**config.mk**
```make
export PLATFORM = sky130hd
export DESIGN_NAME = vrom_pixel_scheduler
export DESIGN_NICKNAME = d
export VERILOG_FILES = /design/src/rtl/vrom_pixel_scheduler.sv
export SDC_FILE = /design/constraint.sdc
export NUM_CORES = 1
export LEC_CHECK = 0
export CORE_MARGIN = 8
export CORE_UTILIZATION = 40
export CTS_CLUSTER_DIAMETER = 80
export DETAILED_ROUTE_END_ITERATION = 6
export PLACE_DENSITY = 0.62
export SLEW_MARGIN = 30
export SYNTH_ARGS = -nofsm -noshare
export SYNTH_HDL_FRONTEND = slang
export SYNTH_SLANG_ARGS = --single-unit
```
**constraint.sdc**
```tcl
create_clock -name CLK -period 5.4 [get_ports CLK]
set_input_delay 0.81 -clock CLK [delete_from_list [all_inputs] [get_ports CLK]]
set_output_delay 0.81 -clock CLK [all_outputs]
set_load 0.02 [all_outputs]
```
**src/rtl/vrom_pixel_scheduler.sv**
```systemverilog
// -----------------------------------------------------------------------------
// vrom_pixel_scheduler
//
// Per-pixel read sequencer for the shared video ROM bank (Interfaz 640x480,
// Digitos 40x600, Crono 100x40, all RGB222). For every pixel of the VGA
// coordinate stream it decides which ROM owns the pixel (clock digit slot,
// crono indicator or background), drives the bank's ChipSelector/Address,
// and realigns the registered ROM data with a valid flag to produce RGB.
//
// The time value (Digits/CronoOn/EditField) is shadowed once per frame, on
// the visible (0,0) pixel, so digits never tear mid-frame.
//
// Pipeline (latency 3 cycles from pixel input to RGB):
//   S0  register PixelX/PixelY/VideoOn
//   S1  region decode + address compute, register ChipSelector/Address
//   S2  ROM bank registers RomData (external)
//   S3  valid/select flags aligned with RomData produce RGB/RGBValid
//
// Ports:
//   CLK           system clock, one pixel per cycle
//   RESET         asynchronous active-high reset
//   PixelX/Y      pixel coordinate (10 bits each)
//   VideoOn       pixel lies in the visible area
//   Digits        six BCD digits HHMMSS, [23:20] = slot 0
//   CronoOn       show the crono indicator
//   EditField     0 none, 1 hours, 2 minutes, 3 seconds (blink build only)
//   ChipSelector  00 Interfaz, 01 Digitos, 11 Crono
//   Address       19-bit ROM address
//   RomData       registered ROM output, valid one cycle after Address
//   RGB           final pixel colour
//   RGBValid      RGB belongs to a visible pixel
//
// Optional build macro: VROM_EDIT_BLINK_EN
//   When defined, the digit slots selected by the shadowed EditField are
//   drawn inverted while bit 4 of a 5-bit frame counter is set.
// -----------------------------------------------------------------------------
module vrom_pixel_scheduler #(
    parameter int unsigned DIGIT_X0    = 160,
    parameter int unsigned DIGIT_Y0    = 200,
    parameter int unsigned DIGIT_PITCH = 56,
    parameter int unsigned DIGIT_W     = 40,
    parameter int unsigned DIGIT_H     = 60,
    parameter int unsigned CRONO_X0    = 270,
    parameter int unsigned CRONO_Y0    = 320,
    parameter int unsigned CRONO_W     = 100,
    parameter int unsigned CRONO_H     = 40
) (
    input  logic        CLK,
    input  logic        RESET,
    input  logic [9:0]  PixelX,
    input  logic [9:0]  PixelY,
    input  logic        VideoOn,
    input  logic [23:0] Digits,
    input  logic        CronoOn,
    input  logic [1:0]  EditField,
    output logic [1:0]  ChipSelector,
    output logic [18:0] Address,
    input  logic [5:0]  RomData,
    output logic [5:0]  RGB,
    output logic        RGBValid
);

    typedef enum logic [1:0] {
        CS_IFZ   = 2'b00,
        CS_DIG   = 2'b01,
        CS_CRONO = 2'b11
    } cs_t;

    localparam int unsigned NUM_SLOTS = 6;

    // Region bounds widened to 11 bits so right/bottom edges never overflow
    // the 10-bit coordinate range.
    localparam logic [10:0] DIG_Y0 = 11'(DIGIT_Y0);
    localparam logic [10:0] DIG_Y1 = 11'(DIGIT_Y0 + DIGIT_H);
    localparam logic [10:0] CRO_X0 = 11'(CRONO_X0);
    localparam logic [10:0] CRO_X1 = 11'(CRONO_X0 + CRONO_W);
    localparam logic [10:0] CRO_Y0 = 11'(CRONO_Y0);
    localparam logic [10:0] CRO_Y1 = 11'(CRONO_Y0 + CRONO_H);
    localparam logic [19:0] IFZ_W  = 20'd640;

    // ------------------------------------------------------------------
    // S0: input capture
    // ------------------------------------------------------------------
    logic [9:0] s0_x_q;
    logic [9:0] s0_y_q;
    logic       s0_vis_q;
    logic       frame_start;

    assign frame_start = VideoOn && (PixelX == 10'd0) && (PixelY == 10'd0);

    always_ff @(posedge CLK or posedge RESET) begin
        if (RESET) begin
            s0_x_q   <= '0;
            s0_y_q   <= '0;
            s0_vis_q <= 1'b0;
        end else begin
            s0_x_q   <= PixelX;
            s0_y_q   <= PixelY;
            s0_vis_q <= VideoOn;
        end
    end

    // ------------------------------------------------------------------
    // Frame shadow: loaded on the same edge that S0 captures the visible
    // (0,0) pixel, so that pixel already decodes with the new values.
    // ------------------------------------------------------------------
    logic [23:0] digits_q;
    logic        crono_on_q;

`ifdef VROM_EDIT_BLINK_EN
    logic [1:0]  edit_q;
    logic [4:0]  frame_cnt_q;

    always_ff @(posedge CLK or posedge RESET) begin
        if (RESET) begin
            digits_q    <= '0;
            crono_on_q  <= 1'b0;
            edit_q      <= '0;
            frame_cnt_q <= '0;
        end else if (frame_start) begin
            digits_q    <= Digits;
            crono_on_q  <= CronoOn;
            edit_q      <= EditField;
            frame_cnt_q <= frame_cnt_q + 5'd1;
        end
    end
`else
    // Edit selection has no effect without the blink feature.
    logic [1:0] unused_edit_field;
    assign unused_edit_field = EditField;

    always_ff @(posedge CLK or posedge RESET) begin
        if (RESET) begin
            digits_q   <= '0;
            crono_on_q <= 1'b0;
        end else if (frame_start) begin
            digits_q   <= Digits;
            crono_on_q <= CronoOn;
        end
    end
`endif

    // ------------------------------------------------------------------
    // S1: region decode
    // ------------------------------------------------------------------
    logic [10:0] x_ext;
    logic [10:0] y_ext;
    logic [10:0] dig_dy;
    logic        in_digit_rows;

    assign x_ext         = {1'b0, s0_x_q};
    assign y_ext         = {1'b0, s0_y_q};
    assign in_digit_rows = (y_ext >= DIG_Y0) && (y_ext < DIG_Y1);
    assign dig_dy        = y_ext - DIG_Y0;

    logic [NUM_SLOTS-1:0] slot_hit;
    logic [18:0]          slot_addr [NUM_SLOTS];
`ifdef VROM_EDIT_BLINK_EN
    logic [NUM_SLOTS-1:0] slot_edit;
`endif

    generate
        for (genvar gi = 0; gi < NUM_SLOTS; gi++) begin : g_slot
            localparam logic [10:0] SLOT_X0 = 11'(DIGIT_X0 + gi * DIGIT_PITCH);
            localparam logic [10:0] SLOT_X1 = 11'(DIGIT_X0 + gi * DIGIT_PITCH + DIGIT_W);

            logic [3:0]  bcd;
            logic [10:0] dx;

            assign bcd = digits_q[23 - 4*gi -: 4];
            assign dx  = x_ext - SLOT_X0;

            // A non-BCD nibble drops the slot to background so Digitos is
            // never read past glyph 9.
            assign slot_hit[gi] = in_digit_rows && (x_ext >= SLOT_X0) &&
                                  (x_ext < SLOT_X1) && (bcd <= 4'd9);

            // Glyph n occupies Digitos rows n*H..n*H+H-1; all terms are
            // 19 bits wide so the product never wraps.
            assign slot_addr[gi] = (19'(bcd) * 19'(DIGIT_H) + 19'(dig_dy)) * 19'(DIGIT_W)
                                   + 19'(dx);

`ifdef VROM_EDIT_BLINK_EN
            // Slots pair up as hours (0,1), minutes (2,3), seconds (4,5).
            localparam logic [1:0] SLOT_FIELD = 2'(gi / 2 + 1);
            assign slot_edit[gi] = (edit_q == SLOT_FIELD);
`endif
        end
    endgenerate

    logic        crono_hit;
    logic [18:0] crono_addr;
    logic [19:0] bg_full;
    logic [18:0] bg_addr;
    logic        unused_bg_msb;

    assign crono_hit  = crono_on_q &&
                        (x_ext >= CRO_X0) && (x_ext < CRO_X1) &&
                        (y_ext >= CRO_Y0) && (y_ext < CRO_Y1);
    assign crono_addr = 19'(y_ext - CRO_Y0) * 19'(CRONO_W) + 19'(x_ext - CRO_X0);

    // 20-bit product covers any 10-bit y; visible rows fit in 19 bits.
    assign bg_full       = 20'(s0_y_q) * IFZ_W + 20'(s0_x_q);
    assign bg_addr       = bg_full[18:0];
    assign unused_bg_msb = bg_full[19];

    cs_t         cs_q;
    cs_t         cs_d;
    logic [18:0] addr_q;
    logic [18:0] addr_d;
`ifdef VROM_EDIT_BLINK_EN
    logic        inv_d;
`endif

    always_comb begin
        // Blanking holds the previous ROM request.
        cs_d   = cs_q;
        addr_d = addr_q;
`ifdef VROM_EDIT_BLINK_EN
        inv_d  = 1'b0;
`endif
        if (s0_vis_q) begin
            cs_d   = CS_IFZ;
            addr_d = bg_addr;
            if (crono_hit) begin
                cs_d   = CS_CRONO;
                addr_d = crono_addr;
            end
            // Descending scan: the lowest-numbered matching slot is applied
            // last and therefore wins; any digit beats the crono.
            for (int i = NUM_SLOTS - 1; i >= 0; i--) begin
                if (slot_hit[i]) begin
                    cs_d   = CS_DIG;
                    addr_d = slot_addr[i];
`ifdef VROM_EDIT_BLINK_EN
                    inv_d  = slot_edit[i] & frame_cnt_q[4];
`endif
                end
            end
        end
    end

    logic v1_q;
    logic v2_q;

    always_ff @(posedge CLK or posedge RESET) begin
        if (RESET) begin
            cs_q   <= CS_IFZ;
            addr_q <= '0;
            v1_q   <= 1'b0;
            v2_q   <= 1'b0;
        end else begin
            cs_q   <= cs_d;
            addr_q <= addr_d;
            v1_q   <= s0_vis_q;
            // v2_q lines up with RomData returned for the S1 request.
            v2_q   <= v1_q;
        end
    end

    assign ChipSelector = cs_q;
    assign Address      = addr_q;

    // ------------------------------------------------------------------
    // S3: realign ROM data with its valid (and inversion) flag
    // ------------------------------------------------------------------
    logic [5:0] pix;

`ifdef VROM_EDIT_BLINK_EN
    logic inv1_q;
    logic inv2_q;

    always_ff @(posedge CLK or posedge RESET) begin
        if (RESET) begin
            inv1_q <= 1'b0;
            inv2_q <= 1'b0;
        end else begin
            inv1_q <= inv_d;
            inv2_q <= inv1_q;
        end
    end

    assign pix = inv2_q ? ~RomData : RomData;
`else
    assign pix = RomData;
`endif

    assign RGB      = v2_q ? pix : 6'd0;
    assign RGBValid = v2_q;

endmodule

```
* Word-level counts from Yosys, hierarchy flattened
Index checks and enable logic that the tools add are counted.
** Word-level totals
- Register bits after elaboration :: 69
- Input bits :: 56
- Output and inout port bits :: 28
- Word-level logic and storage cells :: 112
** Cells by class
- Add/sub/neg operators :: 23
- Reduce and logical (&&, ||, !) cells :: 27
- Multiply operators :: 14
- Multiplexer cells :: 15
- $lt $le $gt $ge :: 24
** Operators by type and width (count)
- 19-bit two-way mux :: 7
- 18-bit by 11-bit adder with 19-bit output :: 6
- 12-bit by 3-bit multiplier with 15-bit output (second input constant) :: 6
- 10-bit by 9-bit < comparator with 1-bit output (second input constant) :: 8
- 10-bit by 11-bit adder with 12-bit output :: 6
- 10-bit by 9-bit subtractor with 11-bit output (second input constant) :: 6
- 10-bit by 9-bit >= comparator with 1-bit output (second input constant) :: 6
- 4-bit by 4-bit multiplier with 8-bit output (second input constant) :: 6
- 10-bit by 8-bit subtractor with 11-bit output (second input constant) :: 3
- 10-bit by 8-bit >= comparator with 1-bit output (second input constant) :: 3
- 1-bit logical AND :: 25
- 4-bit <= comparator (second input constant) :: 6
- 10-bit logical NOT :: 2
- 19-bit by 10-bit adder with 19-bit output :: 1
- 19-bit adder :: 1
- 19-bit by 5-bit multiplier with 17-bit output (second input constant) :: 1
- 2-bit two-way mux :: 7
- 10-bit by 3-bit multiplier with 12-bit output (second input constant) :: 1
- 10-bit by 8-bit < comparator with 1-bit output (second input constant) :: 1
- 6-bit two-way mux :: 1

* Logic depth before layout (Yosys ltp)
- Depth in word-level cells :: 12
- Gate-level depth with buffers :: 27
- Gate-level depth less buffers :: 27

* Least setup slack after synthesis
No wires, ideal clock.
- Kind :: register to register
- Start :: register digits_q[14]
- End :: register addr_q[16], in the netlist Address[16]
- Clock period less this slack :: 5.858 ns
- Stages on the path, launching flop included :: 26
- Required time :: 5.306 ns
- Library setup time :: 0.094 ns
- Slack :: -0.458 ns
- Path buffers :: 0
- Data arrival time :: 5.764 ns
- Cells stage by stage :: dfrtp_1 -> fa_1 -> inv_1 -> fa_1 -> fa_1 -> inv_1 -> ha_1 -> nand2_1 -> o211ai_1 -> a21oi_1 -> xnor2_1 -> ha_1 -> ha_1 -> o21a_1 -> o31a_1 -> a21oi_1 -> ha_1 -> o21ai_0 -> nand2b_1 -> o211ai_1 -> or4_1 -> nor3_1 -> xor2_1 -> a221oi_2 -> o31ai_1 -> a221oi_2
** On the way
- Cells in the longest elaborated chain, start to end :: 7
- Elaborated cells between the ends (all ways) :: 9
- Those cells by class :: add/sub (2); mul (2); order compare (1); mux (3); reduce/logical (1)
** RTL lines
- from (decl) :: RTL line 107 : logic [23:0] digits_q;
- from (signal assigned) :: RTL line 137 : digits_q <= Digits;
- 4-bit by 4-bit multiplier with 8-bit output :: RTL line 180 : assign slot_addr[gi] = (19'(bcd) * 19'(DIGIT_H) + 19'(dig_dy)) * 19'(DIGIT_W)
- 10-bit by 11-bit adder with 12-bit output :: RTL line 180
- 12-bit by 3-bit multiplier with 15-bit output :: RTL line 180
- 18-bit by 11-bit adder with 19-bit output :: RTL line 181 : + 19'(dx);
- 19-bit two-way mux (*) (3 in a row) :: RTL line 232 : if (slot_hit[i]) begin
- to (signal assigned) :: RTL line 254 : addr_q <= addr_d;
- to (decl) :: RTL line 209 : logic [18:0] addr_q;
Mark *: on every way between the ends. The rest lies on a longest branch, timed or not.
A chain may end at the register's enable or synchronous reset.

* Worst setup path in the final report
Same ends and word-level chain as after synthesis.

==> impl_summary.txt <==
----------------------------------------------------
[Run status]
  Result of the run ... finished with violations
  Violations in the final reports ... negative setup slack

[Timing]
  Setup Skew ... 0.0154 ns
  Maximum clock rate ... 0.161 GHz
  Max-slew violation count ... 0
  Final hold vios ... 0
  Shortest clock period the worst path allows after layout ... 6.22 ns
  Slew HR ... 42.2%
  Unrepaired setup endpoints after global routing ... true
  Total Negative Setup Slacks ... -2.79 ns
  Post-route fraction of the period consumed by the critical path ... 115%
  Smallest setup slack after layout ... -0.817 ns
  Number of setup violations in the final report ... 7
  Slew at the pin with the worst max-slew slack ... 0.862 ns

[Clock network]
  Worst-path clk slew ... 0.08 ns
  H-tree depth ... 3
  Cell at the root of the clock tree ... clkbuf_16
  Cts bufs inserted ... 9
  TritonCTS sink count ... 69
  CTS hold repair buffers ... 0
  TritonCTS clock tree ... done
  Bufs on Longest Clock Path ... 2
  Clock insertion delay at the later pin of the skew report ... 0.39 ns

[Floorplan]
  I/O pins ... 84
  Initial standard-cell utilization of the core ... 40.2%
  Width of the chip ... 223 um
  Row Count ... 76
  DIE AREA ... 0.0498 mm2
  Core region area ... 0.0427 mm2
  Chip Height ... 223 um

[Layout]
  Non-filler cells in the finished layout ... 3029
  End-of-flow core utilization ... 53.8%
  Ant. Diodes ... 0
  NumNets Final ... 2989
  Growth of design area from synthesis to finish ... 33.9%
  Fraction of layout instances using a drive strength above 1 ... 23.8%
  Most common cell after layout, fill and taps aside ... ha_1
  Area of all placed cells without fillers ... 0.0230 mm2
  Commonest cells after routing, fill and taps aside ... ha_1 (361), buf_4 (344), inv_1 (216)

[Synthesis]
  Synthesis warning total ... 0
  Ys flop type ... dfrtp_1
  Number of synthesized flops with an enable pin ... 0
  Flip-flop and latch count after synthesis ... 69
  Netlist Area Pre-Place ... 0.0172 mm2
  Gate count of the mapped netlist ... 2068
  Share of flip-flops with an asynchronous set or reset ... 100%
  Net count of the mapped netlist ... 2579
  Average size of a mapped cell ... 8.30 um2
  Cell variety after synth ... 85
  Sequential cell area fraction in the yosys report ... 10.1%

[Setup path]
  Largest driver fanout on the critical path ... 4
  CP arrival ... 6.52 ns
  RR Startpoint ... digits_q[14]
  Required @ worst endpoint ... 5.70 ns
  Crit. End Element ... flip-flop
  Critical path type ... reg -> reg
  Cells along the critical path ... fa_1, inv_2, fa_1, inv_1, ha_1, a21o_1, a21oi_2, xnor2_1, ha_2, xnor2_2, ha_1, ha_4, buf_4, nand3_1, o211ai_1, o41ai_4, buf_4, o21ai_1, a2111o_1, nor3_2, xor2_1, a221oi_2, o31ai_4, a221oi_2
  CP max stage delay ... 0.57 ns
  Startpoint kind of the worst setup timing path ... flip-flop
  Slowest cell on the critical path ... fa_1
  Beginning of the critical path ... digits_q[14]

[Global routing]
  First-pass GRT wire length ... 85400 um
  Number of antenna violations at the first check in global routing ... 0
  Grt ovf ... 0
  Pin count of the biggest net entering global routing ... 50
  Global routing usage summed across all routing layers ... 21.4%
  Vias in the first global route ... 16600

[Route]
  DRC ... 0
  First DRT Iteration DRCs ... 826
  Routed Antenna Nets ... 0
  Routed wire length ... 54400 um
  Vias per Instance ... 5.41
  Detailed-routing iteration count for the pre-antenna-repair pass ... 5
  Detailed-route wire length per cell ... 18.0 um
  Vias ... 16400

[Placed design]
  # port buffers ... 81
  Placer's final routability congestion estimate ... 0.993
  Worst slack after detailed placement ... -0.833 ns
  Post-detailed-placement cell area ... 0.0212 mm2
  Placed instance count ... 2982
  Placed wire-length estimate ... 43900 um

[Power and ir drop]
  Leakage power total ... 0.0107 uW
  Seq pwr share ... 7.7%
  Switching power total ... 3480 uW
  Switching power as a share of total power ... 45.3%
  Worst vdd rail ir drop ... 0.000194 V
  Internal power of the cells ... 4190 uW
  Clock share of power ... 9.5%
  Total power divided by cell area ... 334 mW/mm2
  Power share of the combinational group ... 82.8%

[Min path]
  Hold path start ... v1_q
  Worst hold-check path type ... reg -> reg

[Run]
  MaxCap Viol Count ... 0

----------------------------------------------------
## power by group through the flow
stage / logic, uW / clock network, uW / registers [uW]
final: 6350 / 730 / 589
after global routing: 6920 / 763 / 592
after CTS: 5870 / 751 / 589
after detailed placement: 5440 / 0 / 599
after global placement: 5290 / 0 / 599
after floorplan: 3420 / 0 / 617
## worst paths after layout
check                                to  cells after the start  slack [ns]
setup reg to reg            Address[16]                     24       -0.82
setup / recovery            Address[16]                     24       -0.82
hold reg to reg                RGBValid                      0        0.35
max in group asynchronous    Address[1]                      3        3.55
hold / removal                 RGBValid                      0        0.35
min in group asynchronous  digits_q[15]                      2        0.78
## per-stage QoR
step | hold slack (ns) | total power, uW
5_1_grt | 0.353 | 8280
2_1_floorplan | 0.331 | 4040
3_3_place_gp | 0.333 | 5890
4_1_cts | 0.352 | 7210
3_5_place_dp | 0.337 | 6030
6_report | 0.350 | 7670
## cell usage after synthesis (8+ instances only)
cell,count,area (um2)
o31a_1,8,70.1
ha_1,396,4950
buf_2,13,65.1
nand2_1,121,454
xor2_1,67,587
dfrtp_1,69,1730
a21o_1,52,390
nor4_1,8,50.1
nor2_1,102,383
nor2b_1,42,263
nand2b_1,18,113
a211oi_1,25,188
nand3b_1,8,60.1
a31oi_1,15,93.8
xnor2_1,183,1600
nor3_1,35,175
o21ai_0,123,616
clkbuf_1,24,90.1
o21bai_1,36,270
o211ai_1,20,150
o21a_1,38,285
fa_1,59,1180
nand4_1,11,68.8
nand3_1,34,170
a21oi_1,156,781
inv_1,225,845
and2_1,17,106
## final cells by class
class | instances | area [um2]
sequential | 69 | 1730
tap | 546 | 683
multi-input combinational | 1732 | 15800
clock inverter | 7 | 105
clock buffer | 9 | 225
inverter | 228 | 857
timing repair buffer | 438 | 3570
fill | 3852 | 19700
## sequential cells by signal, indices dropped and copies added, names as in the netlist
register	count
RGBValid	1
ChipSelector	2
digits_q	24
s0_vis_q	1
crono_on_q	1
Address	19
s0_y_q	10
s0_x_q	10
v1_q	1
## what timing repair did
item                                    4_1_cts  5_1_grt
hold endpoints to repair                      0        0
setup buffers                                19       20
endpoints found under the setup margin       10       10
resized for setup                           100      123
pin swaps                                    68      116
## logic make-up after synthesis
| family | count (synthesis) | synth area share, % |
|---|---|---|
| compound gates | 571 | 21.8 |
| fa+ha+maj | 455 | 35.7 |
| simple gates | 443 | 12.8 |
| buf+inv | 267 | 5.95 |
| xor+xnor | 251 | 12.8 |
| flops | 69 | 10.1 |
| mux | 12 | 0.736 |
## per-layer routing
metal  up-vias  part of all wire, %  GRT usage, %
met5         -                    0             0
met4         0                  4.1          9.05
met3       102                  3.9          2.11
met2       382                   47          36.6
met1      7791                   45          27.2
li1       8119                    -             -
## worst max-delay path, delay by kind of cell, from the launching register on
kind	cells	cell delay, ns
adder cells (fa/ha/maj)	6	2.24
XOR/XNOR	3	0.41
AND/OR/NAND/NOR	2	0.28
buffers and inverters	4	0.41
flip-flops	1	0.42
AO/OA/AOI/OAI	9	2.35
Note: power is estimated with default switching activity, not from simulation.
